<file path="src/rtl/alu_exec_stage.sv">
// alu_exec_stage: R-type execute stage with a 2-entry (output + skid) writeback buffer
module alu_exec_stage #(
    parameter int DATA_WIDTH = 32,
    parameter int REG_ADDR_W = 5,
    parameter int CNT_W      = 8
) (
    input  logic                  clk,
    input  logic                  rst_n,
    input  logic                  flush,
    input  logic                  in_valid,
    output logic                  in_ready,
    input  logic [3:0]            alu_in,
    input  logic                  regwrite,
    input  logic [DATA_WIDTH-1:0] op_a,
    input  logic [DATA_WIDTH-1:0] op_b,
    input  logic [REG_ADDR_W-1:0] rd,
    output logic                  out_valid,
    input  logic                  out_ready,
    output logic [DATA_WIDTH-1:0] wb_data,
    output logic [REG_ADDR_W-1:0] wb_rd,
    output logic                  wb_we,
    output logic [CNT_W-1:0]      illegal_cnt
);
    logic                  or_valid_q, or_valid_d, or_we_q, or_we_d;
    logic [DATA_WIDTH-1:0] or_data_q, or_data_d;
    logic [REG_ADDR_W-1:0] or_rd_q, or_rd_d;
    logic                  sk_valid_q, sk_valid_d, sk_we_q, sk_we_d;
    logic [DATA_WIDTH-1:0] sk_data_q, sk_data_d;
    logic [REG_ADDR_W-1:0] sk_rd_q, sk_rd_d;
    logic [CNT_W-1:0]      cnt_q, cnt_d;
    logic [DATA_WIDTH-1:0] res;
    logic                  legal, new_we, accept, drain;

    assign in_ready    = !sk_valid_q;
    assign accept      = in_valid && in_ready;
    assign drain       = or_valid_q && out_ready;
    assign new_we      = regwrite && legal && (rd != '0);
    assign out_valid   = or_valid_q;
    assign wb_data     = or_data_q;
    assign wb_rd       = or_rd_q;
    assign wb_we       = or_valid_q && or_we_q;
    assign illegal_cnt = cnt_q;

    // Decode the opcode and compute the result; unknown codes give zero
    always_comb begin
        legal = 1'b1;
        res   = '0;
        case (alu_in)
            4'b0000: res = op_a + op_b;
            4'b0001: res = op_a - op_b;
            4'b0010: res = op_a << op_b[4:0];
            4'b0011: res = {{(DATA_WIDTH-1){1'b0}}, $signed(op_a) < $signed(op_b)};
            4'b0100: res = {{(DATA_WIDTH-1){1'b0}}, op_a < op_b};
            4'b0101: res = op_a ^ op_b;
            4'b0110: res = op_a >> op_b[4:0];
            4'b0111: res = $signed(op_a) >>> op_b[4:0];
            4'b1000: res = op_a | op_b;
            4'b1001: res = op_a & op_b;
            default: legal = 1'b0;
        endcase
    end

    // Buffer next state: skid refills the output register first, flush drops everything
    always_comb begin
        or_valid_d = or_valid_q;
        or_data_d  = or_data_q;
        or_rd_d    = or_rd_q;
        or_we_d    = or_we_q;
        sk_valid_d = sk_valid_q;
        sk_data_d  = sk_data_q;
        sk_rd_d    = sk_rd_q;
        sk_we_d    = sk_we_q;
        cnt_d      = cnt_q;
        if (flush) begin
            or_valid_d = 1'b0;
            sk_valid_d = 1'b0;
        end else begin
            if (accept && !legal && cnt_q != '1)
                cnt_d = cnt_q + CNT_W'(1);
            if (!or_valid_q || drain) begin
                if (sk_valid_q) begin
                    or_valid_d = 1'b1;
                    or_data_d  = sk_data_q;
                    or_rd_d    = sk_rd_q;
                    or_we_d    = sk_we_q;
                    sk_valid_d = 1'b0;
                end else begin
                    or_valid_d = accept;
                    if (accept) begin
                        or_data_d = res;
                        or_rd_d   = rd;
                        or_we_d   = new_we;
                    end
                end
            end else if (accept) begin
                sk_valid_d = 1'b1;
                sk_data_d  = res;
                sk_rd_d    = rd;
                sk_we_d    = new_we;
            end
        end
    end

    // State registers with asynchronous clear
    always_ff @(posedge clk or negedge rst_n) begin
        if (!rst_n) begin
            or_valid_q <= 1'b0;
            or_data_q  <= '0;
            or_rd_q    <= '0;
            or_we_q    <= 1'b0;
            sk_valid_q <= 1'b0;
            sk_data_q  <= '0;
            sk_rd_q    <= '0;
            sk_we_q    <= 1'b0;
            cnt_q      <= '0;
        end else begin
            or_valid_q <= or_valid_d;
            or_data_q  <= or_data_d;
            or_rd_q    <= or_rd_d;
            or_we_q    <= or_we_d;
            sk_valid_q <= sk_valid_d;
            sk_data_q  <= sk_data_d;
            sk_rd_q    <= sk_rd_d;
            sk_we_q    <= sk_we_d;
            cnt_q      <= cnt_d;
        end
    end
endmodule

</file>
<file path="config.mk">
export PLATFORM = sky130hd
export DESIGN_NAME = alu_exec_stage
export DESIGN_NICKNAME = d
export VERILOG_FILES = /design/src/rtl/alu_exec_stage.sv
export SDC_FILE = /design/constraint.sdc
export NUM_CORES = 1
export LEC_CHECK = 0
export BUFFER_PORTS_ARGS = -buffer_cell sky130_fd_sc_hd__buf_2
export CORE_MARGIN = 2
export CORE_UTILIZATION = 45
export CTS_CLUSTER_SIZE = 24
export DETAILED_ROUTE_END_ITERATION = 12
export PLACE_DENSITY = 0.72
export REMOVE_ABC_BUFFERS = 1
export SLEW_MARGIN = 10
export SYNTH_ARGS = -nofsm -noshare
export SYNTH_HDL_FRONTEND = slang
export SYNTH_SLANG_ARGS = --single-unit
export TNS_END_PERCENT = 10
</file>
<file path="constraint.sdc">
create_clock -name clk -period 2.44 [get_ports clk]
set_clock_uncertainty 0.1 [all_clocks]
set_input_delay 0.366 -clock clk [delete_from_list [all_inputs] [get_ports clk]]
set_output_delay 0.366 -clock clk [all_outputs]
set_load 0.05 [all_outputs]
</file>
Word-level counts from Yosys, hierarchy flattened
Index checks and enable logic that the tools add are counted.
{ "classes": {"addsub": 3, "magnitude_cmp": 2, "eq_ne": 10, "n_shift": 3, "muxes": 14, "bitwise_logic": 5, "reduce_logical": 20} }
{ "ops": {"columns": ["operator", "count"], "rows": [
  ["case mux 32 bit (10 select lines)", 1],
  ["< comparator 32 bit", 2],
  ["two-way mux 32 bit", 2],
  ["adder 32 bit", 1],
  ["bitwise AND 32 bit", 1],
  ["bitwise OR 32 bit", 1],
  ["left shift 32 x 5 -> 32 bit", 1],
  [">> shifter 32 x 5 -> 32 bit", 1],
  [">>> shifter 32 x 5 -> 32 bit", 1],
  ["subtractor 32 bit", 1],
  ["XOR 32 bit", 1],
  ["equality test 4 x 3 -> 1 bit (second input constant)", 4],
  ["two-way mux 5 bit", 2],
  ["OR reduction 10 bit", 1],
  ["two-way mux 1 bit", 9],
  ["adder 8 x 1 -> 8 bit (second input constant)", 1],
  ["equality test 4 x 2 -> 1 bit (second input constant)", 2],
  ["equality test 4 bit (second input constant)", 2],
  ["inequality test 8 bit (second input constant)", 1],
  ["logical AND 1 bit", 7],
  ["AND reduction 3 bit", 2],
  ["nonzero test 5 bit", 1],
  ["equality test 4 x 1 -> 1 bit (second input constant)", 1],
  ["zero test 4 bit", 1],
  ["6 further kinds", 10]
]} }
{ "totals": {"regBits": 86, "word_cells": 66} }

Logic depth before layout (Yosys ltp)
{ "depth": {"ltp_word": 7, "ltp_mapped": 17, "ltp_nobuf": 12} }

Worst setup path after synthesis
Ideal clock, no wire load.
{ "synth_path": {"path_kind": "input to register", "from": "input port op_b[2]", "to": "register or_data_q[23] (netlist: wb_data[23])", "setup_ps": 126, "t_arrival_ps": 4044, "required_time_ps": 2214, "path_slack_ps": -1830, "path_stages": 17, "path_cell_list": "buf_4 > buf_2 > inv_1 > buf_2 > buf_2 > buf_1 > ha_1 > buf_2 > o211a_1 > a2111oi_2 > nor4_1 > nor3_2 > o21ai_0 > a211oi_1 > o21bai_1 > o211ai_1 > a221o_1"} }
{ "synth_between": {"elab_chain_cells": 4, "word_cells_on_any_way": 8, "cone_classes": "2 x add/sub; 3 x shift; 3 x mux"} }
{ "synth_lines": {"columns": ["item", "line", "source"], "rows": [
  ["start, declared", "15", "input logic [DATA_WIDTH-1:0] op_b,"],
  ["subtractor 32 bit (tied with other cells)", "50", "4'b0001: res = op_a - op_b;"],
  ["case mux 32 bit (10 select lines) (*)", "48", "case (alu_in)"],
  ["two-way mux 32 bit (*)", "89", "if (accept) begin"],
  ["two-way mux 32 bit (*)", "81", "if (sk_valid_q) begin"],
  ["end signal, assigned", "118", "or_data_q <= or_data_d;"],
  ["end, declared", "25", "logic [DATA_WIDTH-1:0] or_data_q, or_data_d;"]
]} }
Mark *: on every way between the ends. The rest lies on a longest branch, timed or not. The select of a mux whose other input is x is not followed.
A chain may end at the register's enable or synchronous reset.

Final worst setup path
{ "layout_path": {"from": "input port op_a[13]", "to": "register sk_data_q[25]"} }
{ "layout_between": {"elab_chain_cells": 2, "word_cells_on_any_way": 6, "cone_classes": "2 x add/sub; 3 x shift; 1 x mux"} }
{ "layout_lines": {"columns": ["item", "line", "source"], "rows": [
  ["start, declared", "14", "input logic [DATA_WIDTH-1:0] op_a,"],
  ["subtractor 32 bit (tied with other cells)", "50", null],
  ["case mux 32 bit (10 select lines) (*)", "48", null],
  ["end signal, assigned", "122", "sk_data_q <= sk_data_d;"],
  ["end, declared", "28", "logic [DATA_WIDTH-1:0] sk_data_q, sk_data_d;"]
]} }
Mark *: on every way between the ends. The rest lies on a longest branch, timed or not.

==> impl_metrics.py <==
metrics = {
    "timing": {
        "rsz0062_at_grt": "true",
        "slew_headroom_pct": 48.9,
        "finalSetupViolations": 64,
        "fin_ws_ps": -508,
        "fmax_mhz": 339,
        "final.min_clock_period_ps": 2950,
        "hold_violations": 0,
        "maxSlewViolCount": 0,
        "worstMarginPinSlew_ps": 759,
        "finalCritPeriodShare_pct": 121,
    },
    "synthesis": {
        "syn_avg_cell_area_um2": 7.71,
        "synthesis.area_mm2": 0.0129,
        "ys_types": 89,
        "yosys_warnings": 0,
        "synth_area_leaders": "dfrtp_1 (17%), ha_1 (9.7%), mux4_2 (9.6%), o21ai_0 (5.7%), nand2_1 (5.0%)",
        "async_flop_share_pct": 100,
        "synth_top_area_share_pct": 16.7,
        "ys_seq_elements": 86,
        "synth_edf_count": 0,
        "synth_flop_cell": "dfrtp_1",
        "synthCells": 1669,
        "yosys.area.top_type": "dfrtp_1",
        "yosysSeqAreaShare_pct": 16.7,
    },
    "detailed_routing": {
        "drt_iter0_markers": 1700,
        "drc": 0,
        "wire_per_inst_um": 23.8,
        "drtPass1Iterations": 5,
        "num_vias": 16300,
        "viasPerCell": 6.22,
        "ant_nets": 0,
        "routed_wl_um": 62200,
    },
    "power": {
        "peakVddDrop_v": 0.000393,
        "p_int_mw": 4.62,
        "p_clk_share_pct": 17.4,
        "p_switching_mw": 3.46,
        "p_seq_share_pct": 23.8,
        "p_per_area_mw_per_mm2": 418,
        "p_leak_nw": 8.95,
        "power_mw": 8.08,
        "p_comb_share_pct": 58.8,
        "switching_share_pct": 42.8,
    },
    "clock_tree": {
        "clk_path_buf_depth": 2,
        "clock-sinks": 86,
        "cts_tree": "yes",
        "cts_root_buf": "clkbuf_16",
        "numCtsBuffers": 9,
        "path_clk_slew_ps": 60,
        "insertion_delay_ps": 330,
        "htree_levels": 3,
    },
    "die": {
        "fp-row-count": 61,
        "initial_core_util_pct": 46.0,
        "io_pins": 127,
        "die-area_mm2": 0.0300,
        "fp.dieH_um": 173,
        "fp.dieW_um": 173,
        "coreArea_mm2": 0.0280,
    },
    "critical_path": {
        "crit_path_start_kind": "primary input",
        "rr_worst_depth": 4,
        "cp_data_required_time_ps": 2600,
        "crit_type": "in2reg",
        "crit_path_max_fanout": 4,
        "cpPeakStageDelay_ps": 590,
        "arrival_ps": 3110,
        "crit_chain": "buf_8 > clkinvlp_4 > ha_4 > and2_4 > nand4_1 > or4_1 > and4_4 > o21ai_4 > nor2_1 > or4b_4 > a31oi_4 > a2bb2oi_2",
        "crit_slowest_cell": "or4_1",
        "cp-end-kind": "register",
    },
    "flow_run": {
        "maxCapViolations": 0,
    },
    "placed_design": {
        "dpl.cell_count": 2587,
        "portBuffers": 126,
        "dp_hpwl_um": 49600,
        "gp_congestion": 1.04,
        "placed_area_mm2": 0.0176,
    },
    "global_routing": {
        "grt_pass1_vias": 15900,
        "grt_pass1_wl_um": 93500,
        "grt_max_degree": 58,
        "grt_overflow_total": 0,
        "grt_usage_pct": 40.1,
        "grt_antenna_before_repair": 0,
    },
    "final_layout": {
        "final_cell_mix": "buf_4 (535), nand2_1 (169), nor2_1 (160)",
        "final_cells": 2620,
        "area_growth_pct": 50.3,
        "drive_gt1_share_pct": 43.8,
        "fin_nets": 2419,
        "final_common_cell": "buf_4",
        "n_antenna_cell": 0,
        "postLayoutCellArea_mm2": 0.0193,
    },
    "status": {
        "violations": "negative setup slack",
        "status": "finished with violations",
    },
    "min_path": {
        "hold_depth": 3,
        "hold_path_class": "in2reg",
    },
}
[stage by stage]
stage	hold slack, ps	setup TNS (ps)	utilization (%)	setup slack (ps)
floorplan	-29.6	-64190	-	-1400
global placement	306	-57730	62.8	-1140
detailed placement	312	-61480	62.8	-1250
CTS	152	-16270	67.7	-506
global route	180	-24900	69.1	-548
finish	155	-20210	69.1	-508
[synth_stat cells (all sizes together), types with 11 or more instances]
master,number
a21o,19
nand4,19
nand2b,13
o21a,13
inv,105
nand3,27
nand2,173
o221ai,14
ha,100
nor4,11
nor2,165
a21oi,129
nor2b,13
xnor2,15
a211oi,27
or3,21
mux2,30
and3,21
a31oi,26
buf,48
dfrtp,86
mux4,55
mux2i,50
clkbuf,81
a221oi,17
nor3,28
o21ai,148
o21bai,13
o211ai,29
a22oi,17
[layer usage]
| metal | share of wire (%) | vias to the layer above | routed length (µm) | GRT usage [%] |
|---|---|---|---|---|
| met5 | 0 | - | 0 | 0 |
| li1 | - | 7324 | - | - |
| met1 | 41 | 7869 | 25200 | 52.8 |
| met2 | 45 | 937 | 28000 | 64.8 |
| met3 | 9.0 | 179 | 5600 | 5.87 |
| met4 | 5.5 | 0 | 3440 | 19.0 |
[critical path: cells and delay by family]
| family | cells | cell delay, ps |
|---|---|---|
| AO/OA/AOI/OAI | 3 | 470 |
| adder cells (fa/ha/maj) | 1 | 340 |
| buffers and inverters | 2 | 240 |
| AND/OR/NAND/NOR | 6 | 1690 |
[power by group through the flow]
stage / combinational (mW) / clock, mW / sequential, mW
CTS: 4.52 / 1.41 / 1.92
finish: 4.75 / 1.41 / 1.92
global placement: 4.14 / 0 / 1.92
global route: 5.00 / 1.48 / 1.95
detailed placement: 4.21 / 0 / 1.94
floorplan: 1.65 / 0 / 2.44
[registers in the layout, indices dropped and copies added (netlist names)]
register and flops:
or_we_q 1, sk_data_q 32, illegal_cnt 8, sk_we_q 1, sk_rd_q 5, out_valid 1
wb_data 32, wb_rd 5, sk_valid_q 1
[timing repair]
| action | CTS | global route |
|---|---|---|
| gates cloned | 2 | 0 |
| setup endpoints to repair | 64 | 64 |
| pin swaps | 62 | 30 |
| resized for setup | 226 | 87 |
| hold buffers | 1 | 0 |
| hold endpoints to repair | 46 | 0 |
| buffers inserted | 10 | 7 |
[area by class of cell]
class | count | area [µm²]
clock inverter | 4 | 72.6
sequential | 86 | 2150
tap | 378 | 473
multi-input combinational | 1348 | 10800
timing repair buffer | 687 | 5210
inverter | 106 | 425
fill | 2336 | 8660
clock buffer | 11 | 233
[cell families (layout without fill, tap and decap cells)]
group	Yosys count	count (layout)	share of synthesized area, %
mux	135	135	16.1
xor+xnor	21	21	1.43
flops	86	86	16.7
simple gates	538	538	19.8
compound gates	552	552	28.2
fa+ha+maj	102	102	10.0
buf+inv	235	808	7.77
[worst paths after layout]
| kind | start | to | slack (ps) |
|---|---|---|---|
| setup reg to reg | out_valid$_DFFE_PN0N_ | wb_data[25]$_DFFE_PN0P_ | 250 |
| min in group asynchronous | rst_n | wb_data[11]$_DFFE_PN0P_ | 510 |
| max in group asynchronous | rst_n | sk_data_q[29]$_DFFE_PN0P_ | 1110 |
| hold reg to reg | sk_data_q[10]$_DFFE_PN0P_ | sk_data_q[10]$_DFFE_PN0P_ | 370 |
| hold / removal | rd[0] | sk_rd_q[0]$_DFFE_PN0P_ | 150 |
| setup / recovery | op_a[13] | sk_data_q[25]$_DFFE_PN0P_ | -510 |
No activity file was read; power rests on OpenSTA's default activity.
